===== config.mk =====
export PLATFORM = sky130hd
export DESIGN_NAME = pico_fetch
export DESIGN_NICKNAME = d
export VERILOG_FILES = /design/src/rtl/pico_fetch.sv
export SDC_FILE = /design/constraint.sdc
export NUM_CORES = 1
export LEC_CHECK = 0
export BUFFER_PORTS_ARGS = -buffer_cell sky130_fd_sc_hd__buf_2
export CAP_MARGIN = 20
export CORE_MARGIN = 10
export CORE_UTILIZATION = 30
export CTS_CLUSTER_DIAMETER = 100
export CTS_CLUSTER_SIZE = 8
export DETAILED_ROUTE_END_ITERATION = 10
export PLACE_DENSITY = 0.54
export SKIP_LAST_GASP = 1
export SYNTH_ARGS = -nofsm -noshare
export SYNTH_HDL_FRONTEND = slang
export SYNTH_SLANG_ARGS = --single-unit

===== constraint.sdc =====
create_clock -name clk_i -period 2.95 [get_ports clk_i]
set_clock_uncertainty 0.15 [all_clocks]
set_input_delay 0.295 -clock clk_i [delete_from_list [all_inputs] [get_ports clk_i]]
set_output_delay 0.295 -clock clk_i [all_outputs]
set_load 0.005 [all_outputs]

===== src/rtl/pico_fetch.sv =====
// pico_fetch: instruction fetch and control-flow sequencer for the pico core.
// Fetches one word per PC value over req/ack, presents it downstream, then steps the PC once.
module pico_fetch #(
  parameter int unsigned pico_A  = 10,
  parameter int unsigned pico_N  = 8,
  parameter int unsigned INSTR_W = 16
) (
  input  logic               clk_i,
  input  logic               rst_i,
  input  logic [pico_A-1:0]  pc_addr_i,
  output logic               pc_halt_o,
  output logic [1:0]         pc_mode_o,
  output logic [pico_N-1:0]  pc_data_o,
  output logic               mem_req_o,
  output logic [pico_A-1:0]  mem_addr_o,
  input  logic               mem_ack_i,
  input  logic [INSTR_W-1:0] mem_data_i,
  input  logic               flag_i,
  output logic               instr_valid_o,
  input  logic               instr_ready_i,
  output logic [INSTR_W-1:0] instr_o,
  input  logic               resume_i,
  output logic               halted_o,
  output logic               illegal_o,
  output logic [15:0]        retired_o
);

  localparam int unsigned RET_W = 16;

  localparam logic [1:0] MODE_RETURN     = 2'd0;
  localparam logic [1:0] MODE_INCREMENT  = 2'd1;
  localparam logic [1:0] MODE_RELATIVE   = 2'd2;
  localparam logic [1:0] MODE_SUBROUTINE = 2'd3;

  localparam logic [2:0] CLS_NORMAL = 3'b000;
  localparam logic [2:0] CLS_BRANCH = 3'b001;
  localparam logic [2:0] CLS_CALL   = 3'b010;
  localparam logic [2:0] CLS_RETURN = 3'b011;
  localparam logic [2:0] CLS_HALT   = 3'b111;

  typedef enum logic [1:0] {
    S_FETCH    = 2'd0,
    S_DISPATCH = 2'd1,
    S_HALTED   = 2'd2
  } state_e;

  state_e              state_q, state_d;
  logic [INSTR_W-1:0]  instr_q, instr_d;
  logic [RET_W-1:0]    retired_q, retired_d;
  logic [2:0]          cls;
  logic                cond;
  logic                is_halt;

  assign cls     = instr_q[INSTR_W-1 -: 3];
  assign cond    = instr_q[INSTR_W-4];
  assign is_halt = (cls == CLS_HALT);

  // State register
  always_ff @(posedge clk_i) begin
    if (rst_i) state_q <= S_FETCH;
    else       state_q <= state_d;
  end

  // Instruction register and retire counter
  always_ff @(posedge clk_i) begin
    if (rst_i) begin
      instr_q   <= '0;
      retired_q <= '0;
    end else begin
      instr_q   <= instr_d;
      retired_q <= retired_d;
    end
  end

  // Next-state logic
  always_comb begin
    state_d = state_q;
    unique case (state_q)
      S_FETCH:    if (mem_ack_i) state_d = S_DISPATCH;
      S_DISPATCH: begin
        if (is_halt)            state_d = S_HALTED;
        else if (instr_ready_i) state_d = S_FETCH;
      end
      S_HALTED:   if (resume_i) state_d = S_FETCH;
      default:    state_d = S_FETCH;
    endcase
  end

  // Outputs; the PC only moves in the single cycle pc_halt_o is low
  always_comb begin
    pc_halt_o     = 1'b1;
    pc_mode_o     = MODE_INCREMENT;
    pc_data_o     = '0;
    mem_req_o     = 1'b0;
    instr_valid_o = 1'b0;
    halted_o      = 1'b0;
    illegal_o     = 1'b0;
    instr_d       = instr_q;
    retired_d     = retired_q;
    unique case (state_q)
      S_FETCH: begin
        mem_req_o = 1'b1;
        if (mem_ack_i) instr_d = mem_data_i;
      end
      S_DISPATCH: begin
        pc_data_o = instr_q[pico_N-1:0];
        if (is_halt) begin
          pc_halt_o = 1'b0;
        end else begin
          instr_valid_o = 1'b1;
          if (instr_ready_i) begin
            pc_halt_o = 1'b0;
            retired_d = retired_q + RET_W'(1);
            case (cls)
              CLS_NORMAL: pc_mode_o = MODE_INCREMENT;
              CLS_BRANCH: pc_mode_o = (!cond || flag_i) ? MODE_RELATIVE : MODE_INCREMENT;
              CLS_CALL:   pc_mode_o = MODE_SUBROUTINE;
              CLS_RETURN: pc_mode_o = MODE_RETURN;
              default:    illegal_o = 1'b1;
            endcase
          end
        end
      end
      S_HALTED: halted_o = 1'b1;
      default: ;
    endcase
    // Hold the PC and memory quiet during the reset cycle itself
    if (rst_i) begin
      pc_halt_o     = 1'b1;
      pc_mode_o     = MODE_INCREMENT;
      pc_data_o     = '0;
      mem_req_o     = 1'b0;
      instr_valid_o = 1'b0;
      halted_o      = 1'b0;
      illegal_o     = 1'b0;
    end
  end

  assign mem_addr_o = pc_addr_i;
  assign instr_o    = instr_q;
  assign retired_o  = retired_q;

endmodule


**Yosys cells after proc, flatten, opt, wreduce, memory -nomap -nowiden**

Cells that the tools add are included.

- Add/subtract/negate cells: 1
- Multipliers: 0
- Divide/modulo/power cells: 0
- $lt $le $gt $ge: 0
- Equality and inequality tests: 9
- Shifts and indexed selects: 0
- Mux-type cells: 29
- Bitwise logic cells: 1
- Reduce and logical (&&, ||, !) cells: 8

Operators by type and width:

| kind | count |
|---|---|
| 2-to-1 mux 2 bit | 9 |
| adder 16 x 1 -> 16 bit, second input constant | 1 |
| 2-to-1 mux 1 bit | 16 |
| 2-to-1 mux 8 bit | 2 |
| case mux 2 bit (3 select lines) | 2 |
| equality test 3 x 2 -> 1 bit, second input constant | 2 |
| AND reduction 3 bit | 2 |
| inequality test 2 bit, second input constant | 2 |
| OR reduction 4 bit | 1 |
| equality test 3 x 1 -> 1 bit, second input constant | 1 |
| equality test 3 bit, second input constant | 1 |
| logical NOT 3 bit | 1 |
| inequality test 3 bit, second input constant | 1 |
| equality test 2 x 1 -> 1 bit, second input constant | 1 |
| equality test 2 bit, second input constant | 1 |
| logical NOT 2 bit | 1 |
| AND reduction 2 bit | 1 |
| logical NOT 1 bit | 1 |
| logical OR 1 bit | 1 |
| inverter 1 bit | 1 |

- Flip-flop bits (word level): 34
- Latch bits: 0
- Memory bits (writable): 0
- Memory bits (read-only): 0
- Output and inout port bits: 57
- Logic and storage cells: 51
- Memories: 0

**Depth between registers and ports, before layout**

- Depth after elaboration: 8
- Mapped depth: 6
- Depth with buffers taken out: 5

**Least setup slack after synthesis**

No wires, ideal clock.

- Path type: register to register
- Start: register instr_q[14] (netlist: instr_o[14])
- End: register retired_q[15] (netlist: retired_o[15])
- Arrival time: 1.749 ns
- Data required time: 2.730 ns
- Path slack: 0.981 ns
- Cell stages (with the launch flop): 7
- Path buffers: 2
- Clock period less this slack: 1.969 ns
- Cells stage by stage: dfxtp_1 > and3_1 > buf_6 > or3_4 > buf_6 > or4_1 > a21oi_1

- Longest elaborated chain between the ends: 3

Ends and longest elaborated chain:

| item | line | source |
|---|---|---|
| from (decl) | 48 | `logic [INSTR_W-1:0] instr_q, instr_d;` |
| from (signal assigned) | 70 | `instr_q <= instr_d;` |
| equality test 3 bit | 56 | `assign is_halt = (cls == CLS_HALT);` |
| inverter 1 bit (no line) | n/a |  |
| AND reduction 3 bit (no line) | n/a |  |
| to (signal assigned) | 71 | `retired_q <= retired_d;` |
| to (decl) | 49 | `logic [RET_W-1:0] retired_q, retired_d;` |

Every way passes these cells.
A chain may end at the register's enable or synchronous reset.

**Final worst setup path**

- Start: register state_q[0]
- End: output illegal_o

- Longest elaborated chain between the ends: 3

Ends and longest elaborated chain:

| item | line | source |
|---|---|---|
| from (decl) | 47 | `state_e state_q, state_d;` |
| from (signal assigned) | 61 | `else state_q <= state_d;` |
| equality test 2 x 1 -> 1 bit | 100 | `unique case (state_q)` |
| 2-to-1 mux 1 bit | 100 |  |
| 2-to-1 mux 1 bit | 128 | `if (rst_i) begin` |
| to (decl) | 24 | `output logic illegal_o,` |

Every way passes these cells.

==> flow_summary.toml <==
[outcome]
run_status = "complete, no violations"

[critical_path]
critical-path-top-delay-family = "simple AND/OR/NAND/NOR gates"
critical-path-slowest-cell = "nor2b_1"
timing.critical_path.cells = "nor2b_1 -> nor2b_1 -> and2_1 -> and3_1 -> buf_2"
crit_path_max_fanout = 12
critPathMaxStageDelay_ns = 0.56
timing.critical_path.mode_cell = "nor2b_1"
cp_data_arrival_time_ns = 2.02
critPathCaptureType = "output pin"
worst_setup_path_start_kind = "flop"
worst-setup-path-type = "reg2out"
worst_ep_required_time_ns = 2.51
cp_num_buf_inv = 1

[place]
placed_instances = 322
place.gp.congestion = 0.701
io_buffers = 68
place_hpwl_mm = 3.48

[timing]
transition_at_the_pin_with_the_smallest_max_transition_slack_ns = 0.649
report.final.hold_viol_count = 0
timing.fmax_mhz = 405
final.min_clock_period_ns = 2.47
hold_slack_ns = 0.0915
timing_max_transition_violations_final = 0
timing.max_slew.rel_slack = 0.567
rsz_0062_raised_after_global_routing = "false"
fin_setup_tns_ns = 0
timing.final.setup_violations = 0
ratio_of_final_minimum_period_to_clock_period = 0.836

[route]
routed_via_density = 4.78
routed_wl_mm = 4.74
detail_route.iter0.violations = 71
num_vias = 1576
dr.pass1.iters = 4
drc = 0
count_of_antenna_violating_nets_left_after_detailed_routing = 0
post_drt_wl_per_cell_um = 14.4

[global_route]
antenna_violations_before_repair = 0
groute.usage.overall = 0.110
grt_pass1_vias = 1625
pin_count_of_the_biggest_net_entering_global_routing = 37
grt_first_pass_wirelength_mm = 7.67
grt_remaining_overflow = 0

[logic_synthesis]
synth-warning-count = 0
netlist-cell-type-count = 34
synth_seq_cells = 34
post_synth.cell_area_avg_um2 = 7.95
netlist_top_cells_area = "dfxtp_1, nand2_1, a21oi_1, buf_4, and2_1"
synth-simple-area-share = 0.312
mappedNetlistArea_um2 = 1630
main_combinational_cell_family_by_area_after_synthesis = "simple AND/OR/NAND/NOR gates"
syn-num-nets = 238
dominantRegCellSynth = "dfxtp_1"
synth_mux_area_frac = 0.00614
synth_xor_xnor_area_share = 0.0323
post_synth_adder_cell_area = 0.00768
synth_sequential_area_ratio = 0.418
synthesis.instances = 205
yosys.area.top_type = "dfxtp_1"
async_reset_ff_frac = 0
synth_top_area_frac = 0.418
synth_edf_count = 0
synth-compound-area-share = 0.133

[cts]
cts.reportedPaths.clkPinSlew_ns = 0.07
cts_tree = "done"
ctsRootBufferMaster = "clkbuf_8"
holdBufCountCts = 0
clk_path_buf_depth = 2
numClockSinks = 34
clock_tree.htree_level_count = 2
clk_latency_ns = 0.29
cts_inserted_buffers = 5
cts_setup_buffers = 0
post_cts_resize_count = 0

[die]
die_footprint_um2 = 8780
io_pins = 89
fp-row-count = 26
die_width_um = 93.7
fp.dieH_um = 93.7
floorplan.initialDensity = 0.315
core_area_um2 = 5170

[final_layout]
mostFrequentLayoutCells = "buf_2, nand2_1, dfxtp_1"
design.final.nets = 292
area_growth_pct = 25.6
drive_above_1_share = 0.312
final-instance-count-excl-fill = 330
num_antenna_cells = 0
mostFrequentLayoutCell = "buf_2"

[pwr]
power.total_uw = 979
cellPowerDensity_nw_per_um2 = 479
power.ir.vdd_worst_mv = 0.254
p_leak_uw = 0.000904

[run]
max_cap_violation_count = 0

[worst_hold_path]
worst_hold_path_type = "in2reg"
## area by class of cell
| class | count | area, um^2 |
|---|---|---|
| clock buffer | 8 | 110 |
| tap | 70 | 87.6 |
| timing repair buffer | 70 | 355 |
| fill | 563 | 3130 |
| multi-input combinational | 146 | 805 |
| inverter | 2 | 7.51 |
| sequential | 34 | 681 |
## worst reg2reg max path, cell delays in order (launching register included)
cell and delay [ns]:
dfxtp_1 0.41, nand4_1 0.37, nand4bb_1 0.49, or3_1 0.42, a21oi_1 0.14
## flip-flops by register name, indices dropped and copies added, names as in the netlist
signal     flops
state_q        2
retired_o     16
instr_o       16
## cell families (layout without fill, tap and decap cells)
| kind of cell | Yosys count | count (layout) |
|---|---|---|
| multiplexers | 1 | 1 |
| buffers and inverters | 25 | 80 |
| adder cells (fa/ha/maj) | 1 | 1 |
| AO/OA/AOI/OAI | 40 | 40 |
| XOR/XNOR | 6 | 6 |
| flip-flops | 34 | 34 |
| AND/OR/NAND/NOR | 98 | 98 |
## worst paths after layout
kind	start	endpoint	slack [ns]	cells after the start
setup / recovery	state_q[0]	illegal_o	0.48	5
hold / removal	mem_data_i[9]	instr_o[9]	0.09	3
setup reg to reg	retired_o[4]	retired_o[12]	0.91	4
hold reg to reg	instr_o[9]	instr_o[9]	0.30	2
## where the power goes
group          total (uW)  internal [uW]  leakage [uW]  switching [uW]
Sequential            487            474      0.000277            13.0
Clock                 403            236     0.0000575             168
Combinational        88.5           40.0      0.000569            48.6
## synth_stat cells, drive strengths merged (5+ instances only)
cell type  instances
buf               14
clkbuf             9
or3                5
o21ai              7
a21oi             27
nand2             38
nor2              12
dfxtp             34
nand3              6
and2               9
## stage by stage
step / cell area, um^2 / worst slack [ns] / utilization
floorplan: 1630 / 0.981 / -
global placement: 1940 / 0.779 / 0.374
detailed placement: 1940 / 0.747 / 0.374
CTS: 2050 / 0.412 / 0.396
global route: 2050 / 0.236 / 0.396
finish: 2050 / 0.483 / 0.396
## per-layer routing
layer  share of wire  GRT usage  up-vias
li1                -          -      802
met1            0.41      0.113      719
met2            0.47      0.180       46
met3            0.11     0.0624        9
met4           0.013     0.0443        0
met5               0          0        -
Note: power is estimated with default switching activity, not from simulation.
